$ cat src/rtl/csa_pair_resolver.sv
`default_nettype none
// ============================================================================
// Module   : csa_pair_resolver
// Purpose  : Resolves the redundant sum/carry pair produced by the 8-operand
//            carry-save reduction tree into a single W-bit binary word using a
//            digit-serial carry-propagate adder. The tree's correction constant
//            CORR is removed, and results outside [0, 2^W) are flagged.
// Ports    : clk           rising-edge clock
//            rst           synchronous reset, active-high
//            in_valid      in_a/in_b valid
//            in_ready      pair can be accepted (IDLE only, low during rst)
//            in_a, in_b    carry-save vectors (W bits each)
//            out_valid     result valid
//            out_ready     consumer accepts the result
//            out_sum       (in_a + in_b - CORR) mod 2^W
//            out_range_err result R = in_a + in_b - CORR is < 0 or >= 2^W
//            busy          operation in progress (RUN or DONE)
// Revision : 1.0 - initial release
// ============================================================================
module csa_pair_resolver #(
   parameter int W     = 13,
   parameter int DIGIT = 4,
   parameter int CORR  = 4
) (
   input  logic         clk,
   input  logic         rst,
   input  logic         in_valid,
   output logic         in_ready,
   input  logic [W-1:0] in_a,
   input  logic [W-1:0] in_b,
   output logic         out_valid,
   input  logic         out_ready,
   output logic [W-1:0] out_sum,
   output logic         out_range_err,
   output logic         busy
);

   localparam int c_NDIG = (W + DIGIT - 1) / DIGIT;
   localparam int c_TOT  = c_NDIG * DIGIT;
   // Number of meaningful bits in the most significant digit (1..DIGIT).
   localparam int c_LAST = W - (c_NDIG - 1) * DIGIT;
   localparam int c_CW   = (c_NDIG > 1) ? $clog2(c_NDIG) : 1;

   // Adding k = (2^W - CORR) mod 2^W subtracts CORR while biasing the sum by
   // 2^W (for CORR != 0), so the final carry directly encodes the range.
   localparam logic [W-1:0]     c_K     = W'(0 - CORR);
   localparam logic [c_TOT-1:0] c_K_EXT = c_TOT'(c_K);

   localparam logic [1:0] S_IDLE = 2'd0;
   localparam logic [1:0] S_RUN  = 2'd1;
   localparam logic [1:0] S_DONE = 2'd2;

   logic [1:0]       state_q, state_d;
   logic [c_TOT-1:0] a_q, a_d;
   logic [c_TOT-1:0] b_q, b_d;
   logic [c_TOT-1:0] k_q, k_d;
   logic [c_CW-1:0]  cnt_q, cnt_d;
   logic [1:0]       carry_q, carry_d;
   logic [W-1:0]     sum_q, sum_d;
   logic             valid_q, valid_d;
   logic             err_q, err_d;

   logic [DIGIT+1:0] w_t;
   logic [1:0]       w_cout;
   logic             w_last;
   logic             w_err;

   // Digit adder: operands plus 2-bit carry, result fits in DIGIT+2 bits.
   always_comb begin
      w_t = (DIGIT+2)'(a_q[DIGIT-1:0]) + (DIGIT+2)'(b_q[DIGIT-1:0])
          + (DIGIT+2)'(k_q[DIGIT-1:0]) + (DIGIT+2)'(carry_q);
   end

   assign w_last = (cnt_q == c_CW'(c_NDIG - 1));
   // In a partial top digit the carry out is taken at bit W, not at the
   // digit boundary; the zero padding above keeps the shift exact.
   assign w_cout = w_last ? 2'(w_t >> c_LAST) : w_t[DIGIT+1:DIGIT];
   // Final carry: with CORR=0 the sum is R itself, otherwise it is R + 2^W.
   assign w_err  = (CORR == 0) ? (carry_q != 2'd0) : (carry_q != 2'd1);

   always_comb begin
      state_d = state_q;
      a_d     = a_q;
      b_d     = b_q;
      k_d     = k_q;
      cnt_d   = cnt_q;
      carry_d = carry_q;
      sum_d   = sum_q;
      valid_d = valid_q;
      err_d   = err_q;
      case (state_q)
         S_IDLE: begin
            if (in_valid) begin
               a_d     = c_TOT'(in_a);
               b_d     = c_TOT'(in_b);
               k_d     = c_K_EXT;
               cnt_d   = '0;
               carry_d = '0;
               sum_d   = '0;
               err_d   = 1'b0;
               state_d = S_RUN;
            end
         end
         S_RUN: begin
            // Bits of the top digit beyond W shift out of the W-bit result.
            sum_d   = sum_q | (W'(w_t[DIGIT-1:0]) << (int'(cnt_q) * DIGIT));
            a_d     = a_q >> DIGIT;
            b_d     = b_q >> DIGIT;
            k_d     = k_q >> DIGIT;
            carry_d = w_cout;
            cnt_d   = cnt_q + c_CW'(1);
            if (w_last) begin
               state_d = S_DONE;
            end
         end
         S_DONE: begin
            // First DONE cycle latches the flag; result is presented next.
            if (!valid_q) begin
               valid_d = 1'b1;
               err_d   = w_err;
            end else if (out_ready) begin
               valid_d = 1'b0;
               state_d = S_IDLE;
            end
         end
         default: begin
            state_d = S_IDLE;
         end
      endcase
   end

   always_ff @(posedge clk) begin
      if (rst) begin
         state_q <= S_IDLE;
         a_q     <= '0;
         b_q     <= '0;
         k_q     <= '0;
         cnt_q   <= '0;
         carry_q <= '0;
         sum_q   <= '0;
         valid_q <= 1'b0;
         err_q   <= 1'b0;
      end else begin
         state_q <= state_d;
         a_q     <= a_d;
         b_q     <= b_d;
         k_q     <= k_d;
         cnt_q   <= cnt_d;
         carry_q <= carry_d;
         sum_q   <= sum_d;
         valid_q <= valid_d;
         err_q   <= err_d;
      end
   end

   assign in_ready      = (state_q == S_IDLE) && !rst;
   assign out_valid     = valid_q;
   assign out_sum       = sum_q;
   assign out_range_err = err_q;
   assign busy          = (state_q == S_RUN) || (state_q == S_DONE);

endmodule
`default_nettype wire

$ cat config.mk
export PLATFORM = sky130hd
export DESIGN_NAME = csa_pair_resolver
export DESIGN_NICKNAME = d
export VERILOG_FILES = /design/src/rtl/csa_pair_resolver.sv
export SDC_FILE = /design/constraint.sdc
export NUM_CORES = 1
export LEC_CHECK = 0
export ABC_AREA = 1
export BUFFER_PORTS_ARGS = -buffer_cell sky130_fd_sc_hd__clkbuf_2
export CAP_MARGIN = 15
export CORE_MARGIN = 5
export CORE_UTILIZATION = 54
export CTS_CLUSTER_DIAMETER = 200
export DETAILED_ROUTE_END_ITERATION = 10
export PLACE_DENSITY = 0.81
export SLEW_MARGIN = 0
export SYNTH_ARGS = -nofsm -noshare
export SYNTH_HDL_FRONTEND = slang
export SYNTH_SLANG_ARGS = --single-unit
$ cat constraint.sdc
create_clock -name clk -period 2.7 [get_ports clk]
set_input_delay 0.135 -clock clk [delete_from_list [all_inputs] [get_ports clk]]
set_output_delay 0.135 -clock clk [all_outputs]
set_load 0.1 [all_outputs]
* After elaboration in Yosys (flattened, before gate mapping)
Cells that the tools add are included.
** Storage, ports and cells
- Flip-flop bits (word level) :: 69
** Cells by class
- Add/sub/neg operators :: 4
- Equal/unequal tests :: 9
- Shifts and indexed selects :: 1
- Mux-type cells :: 22
- Bitwise operators :: 1
- Reduce and logical (&&, ||, !) cells :: 9
** Operator list (count)
- $pmux W16 S2 :: 3
- $mux W16 :: 3
- $pmux W13 S2 :: 1
- $mux W13 :: 1
- $or A13 B13 Y13 :: 1
- $shl A4 B4 Y13 :: 1
- $mux W2 :: 6
- $ne A2 B2 Y1 const B :: 5
- $pmux W2 S2 :: 2
- $add A5 B4 Y6 :: 1
- $add A6 B2 Y6 :: 1
- $pmux W2 S3 :: 1
- $add A4 B4 Y5 :: 1
- $eq A2 B2 Y1 const B :: 2
- $mux W1 :: 4
- $reduce_and A4 Y1 :: 1
- $reduce_bool A2 Y1 :: 2
- $reduce_and A3 Y1 :: 1
- $add A2 B1 Y2 const B :: 1
- $eq A2 B1 Y1 const B :: 1
- $logic_not A2 Y1 :: 1
- $ne A2 B1 Y1 const B :: 1
- $pmux W1 S2 :: 1
- $reduce_and A2 Y1 :: 1
- 3 further kinds :: 3

* Longest topological paths before layout
Gate-level depths: netlist of run 1.
- Depth in word-level cells :: 6
- Gate-level depth with buffers :: 11
- Depth with buffers taken out :: 11

* Worst setup path before layout of run 1
Ideal clock, no wire load.
- Kind :: reg2reg
- Start point :: reg a_q[1]
- End point :: reg sum_q[11] (netlist: out_sum[11])
- Library setup time :: 118 ps
- Arrival time :: 2411 ps
- Setup slack :: 171 ps
- Cell stages (with the launch flop) :: 12
- Period minus slack after synthesis :: 2529 ps
- Cell sequence :: dfxtp_1 fa_1 inv_1 fa_1 inv_1 ha_1 inv_1 fa_1 xnor2_1 and2_1 a21oi_1 nor2_1
** On the way
- Cells in the longest elaborated chain, start to end :: 6
** Ends and longest elaborated chain
- from (decl) :: line 54 : logic [c_TOT-1:0] a_q, a_d;
- from (signal assigned) :: line 135 : a_q <= '0;
- from (signal assigned) :: line 145 : a_q <= a_d;
- $add A4 B4 Y5 :: line 70 : w_t = (DIGIT+2)'(a_q[DIGIT-1:0]) + (DIGIT+2)'(b_q[DIGIT-1:0])
- $add A5 B4 Y6 :: line 71 : + (DIGIT+2)'(k_q[DIGIT-1:0]) + (DIGIT+2)'(carry_q);
- $add A6 B2 Y6 :: line 71
- $shl A4 B4 Y13 :: line 106 : sum_d = sum_q | (W'(w_t[DIGIT-1:0]) << (int'(cnt_q) * DIGIT));
- $or A13 B13 Y13 :: line 106
- $pmux W13 S2 :: line 91 : case (state_q)
- to (signal assigned) :: line 150 : sum_q <= sum_d;
- to (decl) :: line 59 : logic [W-1:0] sum_q, sum_d;
Every way passes these cells.
A chain may end at the register's enable or synchronous reset.

* Final worst setup path of run 1
- Start point :: reg k_q[1]
- End point :: reg sum_q[11] (netlist: out_sum[11])
** On the way
- Cells in the longest elaborated chain, start to end :: 5
** Ends and longest elaborated chain
- from (decl) :: line 56 : logic [c_TOT-1:0] k_q, k_d;
- from (signal assigned) :: line 147 : k_q <= k_d;
- $add A5 B4 Y6 :: line 71
- $add A6 B2 Y6 :: line 71
- $shl A4 B4 Y13 :: line 106
- $or A13 B13 Y13 :: line 106
- $pmux W13 S2 :: line 91
Every way passes these cells.

==> impl_metrics.toml, run 1 <==
[status]
outcome = "finished clean"

[timing]
relSlewSlack = 0.486
slew_violations = 0
tightest_slew_ns = 0.771
skew_ns = 0.00411
hold_ws_ns = 0.0577
post-route-min-period_ns = 2.65
hold_viol_final = 0
setup_violations = 0
finalCritPeriodShare = 0.980
rsz0062_at_grt = "yes"
setup_tns_ns = 0
clock.fmax_mhz = 378

[floorplan]
die_h_um = 76.3
dieArea_sq_mm = 0.00582
design.core.area_sq_mm = 0.00429
num_rows = 24
fp.dieW_um = 76.3
io_pins = 47
initial_core_util = 0.552

[grt]
overflow = 0
track_usage = 0.173
antenna_found_initial = 0
use_met1 = 0.220
grt_use_met2 = 0.297
grt_pass1_wl_mm = 8.58
grt_pass1_vias = 1997
grt_max_degree = 39
met3_usage = 0.0414
top_usage_layer = "met2"

[power_and_ir_drop]
p_leak_nw = 1.18
intPower_mw = 1.61
peakVddDrop_mv = 0.849
p_comb_frac = 0.474
swShare = 0.456
p_seq_frac = 0.349
power_density_mw_per_mm2 = 1060
power_mw = 2.95
p_clk_frac = 0.177
switching_power_mw = 1.34

[critical_path]
end_kind = "flip-flop"
crit_fanout = 2
cp.required_ns = 2.90
worst-endpoint-arrival_ns = 2.85
startpoint_type = "flip-flop"
slowest_stage = "fa_1"
path_class = "flip-flop to flip-flop"
cp_cell_sequence = "fa_1, inv_1, fa_1, inv_1, ha_2, inv_2, fa_2, xnor2_2, and2_4, a21oi_2, nor2_1"
slowest_delay_ns = 0.54
crit_family = "adder cells"
path_buf_inv = 3

[worst_hold_path]
hold_class = "input pin to flip-flop"

[placement]
place_congestion = 0.851
hpwlAfterDp_mm = 3.50
port_buffers = 46

[logic_synthesis]
synth_compound_area_frac = 0.173
mappedNetlistNets = 349
synthesis.area_sq_mm = 0.00237
ys.warnings.count = 0
synth_xor_area_frac = 0.00369
synth-simple-area-share = 0.188
yosysSeqAreaShare = 0.439
ys_seq_elements = 52
synth_top_family_by_area = "simple AND/OR/NAND/NOR gates"
ys_types = 25
synth.mux.area_fraction = 0
synthCells = 302
syn_area_per_cell_sq_um = 7.85
synth_fa_ha_area_frac = 0.109

[routing]
avgRoutedWirePerCell_um = 12.3
finalWirelength_mm = 4.90
drt-pass1-iter-count = 4
vias = 2083
avgViaCountPerCell = 5.21
ant_nets = 0
drc_errors = 0
drt_iter0_drc = 92

[final_layout]
area_growth_pct = 17.2
n_antenna_cell = 0
final_cell_mix = "nand2_1 (80), dfxtp_1 (50), clkbuf_2 (46), a21oi_1 (43), inv_1 (37)"
fin_util = 0.647
drive_gt1_frac = 0.216
nNetsFinal = 394
mostFrequentLayoutCell = "nand2_1"

[clock_network]
cts-root-buf = "clkbuf_8"
cts_max_level = 2
clkSlewWorstSetupHoldPaths_ns = 0.09
clockBufferDepth = 2
cts_tree = "built"
clock_latency_ns = 0.30
clock_sinks = 52
cts_buffers = 5

[job]
drv_cap = 0
-- tightest hold or removal path, delay by kind of cell --
| family | cells | cell delay (ns) |
|---|---|---|
| compound gates | 1 | 0.05 |
| buf+inv | 1 | 0.08 |
| simple gates | 1 | 0.05 |
-- path summary, 6_finish.rpt --
path / slack, ns / startpoint / cells after the start / endpoint
hold / removal: 0.06 / in_a[9] / 3 / a_q[9]
setup reg to reg: 0.05 / k_q[1] / 11 / out_sum[11]
setup / recovery: 0.05 / k_q[1] / 11 / out_sum[11]
hold reg to reg: 0.45 / out_sum[10] / 2 / out_sum[10]
-- logic make-up after synthesis --
| group | after synthesis |
|---|---|
| compound gates | 72 |
| xor+xnor | 1 |
| fa+ha+maj | 17 |
| buf+inv | 52 |
| flops | 52 |
| simple gates | 108 |
-- per-layer routing --
| metal | share of wire | wire (um) | up-vias |
|---|---|---|---|
| met2 | 0.49 | 2380 | 45 |
| met3 | 0.046 | 227 | 6 |
| met1 | 0.46 | 2250 | 963 |
| li1 | - | - | 1069 |
| met4 | 0.0094 | 46 | 0 |
| met5 | 0 | 0 | - |
-- cells in the mapped netlist --
master | n | area share
nand3_1 | 5 | 0.011
xnor2_1 | 1 | 0.0037
o2111ai_1 | 1 | 0.0037
nor2_2 | 4 | 0.011
nor3_1 | 2 | 0.0042
inv_1 | 38 | 0.060
and2_1 | 1 | 0.0026
clkbuf_1 | 4 | 0.0063
buf_2 | 7 | 0.015
nand4_1 | 2 | 0.0053
nand2_1 | 80 | 0.13
ha_1 | 11 | 0.058
nor2_4 | 2 | 0.0095
o22ai_1 | 1 | 0.0026
buf_1 | 1 | 0.0016
a31oi_1 | 7 | 0.018
a22oi_1 | 11 | 0.035
dfxtp_1 | 52 | 0.44
a21oi_1 | 45 | 0.095
buf_4 | 1 | 0.0032
o211ai_1 | 3 | 0.0095
o21ai_0 | 4 | 0.0084
inv_2 | 1 | 0.0016
fa_1 | 6 | 0.051
nor2_1 | 12 | 0.019
-- per-stage QoR --
stage / setup WS, ns / std cells / cell area [sq um]
4_1_cts: 0.0376 / 399 / 2740
5_1_grt: -0.0563 / 400 / 2780
2_1_floorplan: 0.171 / 302 / 2370
6_report: 0.0539 / 400 / 2780
3_5_place_dp: 0.0421 / 391 / 2640
3_3_place_gp: 0.125 / 391 / 2640
-- power by group through the flow --
stage / clock network (mW) / logic, mW / registers [mW]
CTS: 0.533 / 1.36 / 1.03
detailed placement: 0 / 1.35 / 1.04
global route: 0.575 / 1.55 / 1.05
floorplan: 0 / 0.922 / 1.22
finish: 0.523 / 1.40 / 1.03
global placement: 0 / 1.32 / 1.04
-- final cells by class --
type / instances / area [sq um]
Timing Repair Buffer: 51 / 268
Inverter: 39 / 146
Clock buffer: 6 / 72.6
Clock inverter: 2 / 35.0
Multi-Input combinational cell: 198 / 1150
Fill cell: 390 / 1520
Sequential cell: 52 / 1040
Tap cell: 52 / 65.1
-- sequential cells by signal (all words and copies together), names as in the netlist --
signal         flops
cnt_q              2
out_valid          1
state_q            2
out_range_err      1
carry_q            2
b_q               13
out_sum           13
k_q                5
a_q               13
-- what timing repair did --
| item | CTS | global route |
|---|---|---|
| gates resized for setup | 0 | 10 |
| buffers inserted | 0 | 1 |
| hold buffers | 0 | 0 |
| setup endpoints to repair | 0 | 7 |
Note: power is estimated with default switching activity, not from simulation.
==> run 2, diff against run 1 <==
PLACE_DENSITY = 0.76   (was 0.81)
==> run 2 against run 1 <==
Net effect:
- final cell count decreased by 0.25%
- sequential share of layout area about the same
- register-to-register slack improved by 0.04 ns
- global-route usage decreased by 0.84 points
- non-clock buffer count decreased by 1
- first-iteration DRC count decreased by 8.7%
- sequential power about the same
- combinational power about the same
- worst hold slack got worse by 0.0099 ns
- clock skew increased by 0.0041 ns
- worst setup slack improved by 0.040 ns
- largest power group unchanged
==> impl_metrics.toml, run 2 (synthesized netlist as in run 1, its figures left out) <==
[status]
outcome = "finished clean"

[critical_path]
cp.required_ns = 2.90
path_class = "flip-flop to flip-flop"
cp_cell_sequence = "fa_1, inv_1, fa_1, inv_1, ha_2, inv_2, fa_2, xnor2_2, and2_4, a21oi_2, nor2_1"
crit_family = "adder cells"
startpoint_type = "flip-flop"
slowest_delay_ns = 0.53
crit_fanout = 2
path_buf_inv = 3
slowest_stage = "fa_1"
end_kind = "flip-flop"
worst-endpoint-arrival_ns = 2.81

[floorplan]
initial_core_util = 0.552
io_pins = 47
dieArea_sq_mm = 0.00582
num_rows = 24
fp.dieW_um = 76.3
die_h_um = 76.3
design.core.area_sq_mm = 0.00429

[final_layout]
stdcell_area_sq_mm = 0.00278
mostFrequentLayoutCell = "nand2_1"
nNetsFinal = 393
fin_util = 0.646
final_cell_mix = "nand2_1 (80), dfxtp_1 (50), clkbuf_2 (46), a21oi_1 (43), inv_1 (37)"
drive_gt1_frac = 0.213
fillers = 398
n_antenna_cell = 0
area_growth_pct = 17.0
finalNonFillerCells = 399

[placement]
place_congestion = 0.897
place_inst = 391
hpwlAfterDp_mm = 3.34
preCtsSetupSlack_ns = 0.0632
dpl_cell_area_sq_mm = 0.00264
port_buffers = 46

[power_and_ir_drop]
power_density_mw_per_mm2 = 1060
p_leak_nw = 1.17
peakVddDrop_mv = 0.504

[routing]
finalWirelength_mm = 4.63
avgViaCountPerCell = 5.04
ant_nets = 0
vias = 2012
drt_iter0_drc = 84
drc_errors = 0
drt-pass1-iter-count = 4
avgRoutedWirePerCell_um = 11.6

[timing]
finalCritPeriodShare = 0.965
hold_ws_ns = 0.0478
setup_violations = 0
slew_violations = 0
postLayoutSetupSlackWorst_ns = 0.0938
skew_ns = 0.00821
clock.fmax_mhz = 384
tightest_slew_ns = 0.761
rsz0062_at_grt = "yes"
post-route-min-period_ns = 2.61
hold_viol_final = 0
relSlewSlack = 0.493

[clock_network]
post-cts-setup-buffers = 0
cts-root-buf = "clkbuf_8"
cts_tree = "built"
clkSlewWorstSetupHoldPaths_ns = 0.10
cts_buffers = 5
cts_max_level = 2
clockBufferDepth = 2
cts_resized = 0
cts_hold_buf = 0
clock_sinks = 52
clock_latency_ns = 0.30

[worst_hold_path]
hold_class = "input pin to flip-flop"

[job]
drv_cap = 0

[grt]
grt_max_degree = 39
grt_pass1_vias = 1877
overflow = 0
grt_pass1_wl_mm = 8.13
track_usage = 0.165
antenna_found_initial = 0
## run 2: power breakdown
group          switching, mW  internal [mW]  leakage, nW
Combinational          0.988          0.402        0.693
Sequential             0.102          0.925        0.425
Clock                  0.257          0.279       0.0548
## run 2: final cells by class
| type | instances | area [sq um] | area share |
|---|---|---|---|
| clock inverters | 3 | 46.3 | 0.0167 |
| multi-input cells | 198 | 1140 | 0.413 |
| flip-flops and latches | 52 | 1040 | 0.376 |
| inverters | 39 | 146 | 0.0528 |
| clock buffers | 5 | 68.8 | 0.0248 |
| well taps | 52 | 65.1 | 0.0234 |
| repair buffers | 50 | 260 | 0.0938 |
## run 2: worst paths after layout
kind              startpoint           to  slack [ns]  cells past startpoint
setup / recovery      k_q[1]  out_sum[11]        0.09                     11
hold / removal      in_a[11]      a_q[11]        0.05                      3
setup reg to reg      k_q[1]  out_sum[11]        0.09                     11
hold reg to reg   out_sum[2]   out_sum[2]        0.45                      2
## run 2: routing by layer
| layer | global-route usage | vias up | part of all wire |
|---|---|---|---|
| li1 | - | 1070 | - |
| met1 | 0.205 | 893 | 0.47 |
| met2 | 0.277 | 47 | 0.48 |
| met3 | 0.0473 | 2 | 0.049 |
| met4 | 0.0472 | 0 | 0.0052 |
| met5 | 0 | - | 0 |
## run 2: tightest hold or removal path: cells and delay by family
kind / cells / cell delay (ns)
AOI/OAI and AO/OA: 1 / 0.05
buffers and inverters: 1 / 0.08
and+or+nand+nor: 1 / 0.05
## run 2: through the flow
| stage | total power [mW] | TNS, ns |
|---|---|---|
| floorplan | 2.14 | 0 |
| CTS | 2.93 | 0 |
| global route | 3.18 | -0.0549 |
| detailed placement | 2.38 | 0 |
| finish | 2.95 | 0 |
| global placement | 2.37 | 0 |
==> run 3, diff against run 2 <==
PLACE_DENSITY = default   (was 0.76)
PLACE_DENSITY_LB_ADDON = 0.25   (was default)
clock period = 2.9 ns   (was 2.7 ns; I/O delays follow)
==> run 3 against run 2 <==
Net effect:
- clock power shrank 23%
- sequential power is 7% lower
- sequential cell count is the same
- worst setup slack better by 0.17 ns
- worst hold slack improved by 0.026 ns
- utilization fell by 1.3 points
- largest power group unchanged
- sequential share of layout area rose by 0.70 points
- register-to-register slack improved by 0.17 ns
- final area fell by 2.1%
- fmax down 1.1%
- non-clock buffer count is 1 lower
- critical path depth unchanged
==> impl_metrics.toml, run 3 (synthesized netlist as in run 1, its figures left out) <==
[grt]
track_usage = 0.169
overflow = 0
antenna_found_initial = 0
grt_pass1_wl_mm = 8.22
grt_max_degree = 39
grt_pass1_vias = 1864

[critical_path]
r2r_cells = 11
timing.rr.end = "out_sum[11]"
cp_cell_sequence = "fa_1, inv_1, fa_1, inv_1, ha_1, inv_1, fa_1, xnor2_1, and2_1, a21oi_1, nor2_1"
r2r_start = "a_q[1]"
crit_fanout = 2
cp.required_ns = 3.10
slowest_delay_ns = 0.53
startpoint_type = "flip-flop"
slowest_stage = "fa_1"
path_class = "flip-flop to flip-flop"
worst-endpoint-arrival_ns = 2.83
regToRegSetupSlack_ns = 0.26
end_kind = "flip-flop"

[clock_network]
cts-root-buf = "clkbuf_8"
cts_buffers = 5
clockBufferDepth = 2
cts_hold_buf = 0
cts_resized = 0
clkSlewWorstSetupHoldPaths_ns = 0.08
clock_sinks = 52
cts_tree = "built"
post-cts-setup-buffers = 0
clock_latency_ns = 0.30
cts_max_level = 2

[final_layout]
multiInputGateArea_sq_mm = 0.00112
n_antenna_cell = 0
mostFrequentLayoutCell = "nand2_1"
area_growth_pct = 14.6
final_cell_mix = "nand2_1 (80), dfxtp_1 (52), clkbuf_2 (46), a21oi_1 (45), inv_1 (38)"
fillers = 414
drive_gt1_frac = 0.179
nNetsFinal = 392
seqCellArea_sq_mm = 0.00104

[floorplan]
num_rows = 24
dieArea_sq_mm = 0.00582
initial_core_util = 0.552
die_h_um = 76.3
fp.dieW_um = 76.3
io_pins = 47
design.core.area_sq_mm = 0.00429

[routing]
drt-pass1-iter-count = 4
avgRoutedWirePerCell_um = 11.7
vias = 1983
avgViaCountPerCell = 4.98
drt_iter0_drc = 72
finalWirelength_mm = 4.67
drc_errors = 0
ant_nets = 0

[placement]
port_buffers = 46
place_congestion = 0.903
hpwlAfterDp_mm = 3.34

[timing]
relSlewSlack = 0.468
skew_ns = 0.00209
setup_violations = 0
hold_viol_final = 0
post-route-min-period_ns = 2.64
tightest_slew_ns = 0.798
hold_ws_ns = 0.0733
setup_tns_ns = 0
finalCritPeriodShare = 0.909
rsz0062_at_grt = "no"
slew_violations = 0
clock.fmax_mhz = 379

[power_and_ir_drop]
peakVddDrop_mv = 0.409
power_mw = 2.60
p_leak_nw = 1.15
power_density_mw_per_mm2 = 958

[status]
outcome = "finished clean"

[worst_hold_path]
hold_end = "a_q[11]"
hp-start = "in_a[11]"
hold_class = "input pin to flip-flop"
min_path_cells = 3

[job]
drv_cap = 0
run 3: through the flow:
step | worst slack, ns | cells | area (sq um) | utilization
6_report | 0.264 | 398 | 2720 | 0.633
4_1_cts | 0.258 | 398 | 2720 | 0.633
2_1_floorplan | 0.371 | 302 | 2370 | -
5_1_grt | 0.0921 | 398 | 2720 | 0.633
3_5_place_dp | 0.263 | 390 | 2630 | 0.612
3_3_place_gp | 0.321 | 390 | 2630 | 0.612
run 3: critical path: cells and delay by family, from the launching register on:
kind                       cells  cell delay (ns)
and+or+nand+nor                2             0.21
AOI/OAI and AO/OA              1             0.14
xor gates and xnor gates       1             0.16
DFF                            1             0.34
adders and majority gates      4             1.51
buffers and inverters          3             0.17
run 3: how the worst max path moves through the flow:
stage	start	to	slack (ns)	cells past startpoint
2_1_floorplan	a_q[1]	out_sum[11]	0.37	11
3_3_place_gp	a_q[1]	out_sum[3]	0.32	11
3_5_place_dp	a_q[1]	out_sum[11]	0.26	11
4_1_cts	a_q[1]	out_sum[11]	0.26	11
5_1_grt	a_q[1]	out_sum[11]	0.09	11
6_report	a_q[1]	out_sum[11]	0.26	11
run 3: final cells by class:
type	count	area share
Multi-Input combinational cell	198	0.413
Sequential cell	52	0.383
Timing Repair Buffer	49	0.0930
Inverter	39	0.0539
Clock buffer	8	0.0331
Tap cell	52	0.0239
run 3: layer usage:
layer,global-route usage,vias up,share of wire
li1,-,1060,-
met1,0.203,878,0.45
met3,0.0556,7,0.054
met4,0.0472,0,0.012
met5,0,-,0
met2,0.286,38,0.48
run 3: where the power goes:
group	internal [mW]	switching, mW
Sequential	0.860	0.0943
Clock	0.195	0.218
Combinational	0.339	0.899
Total	1.39	1.21
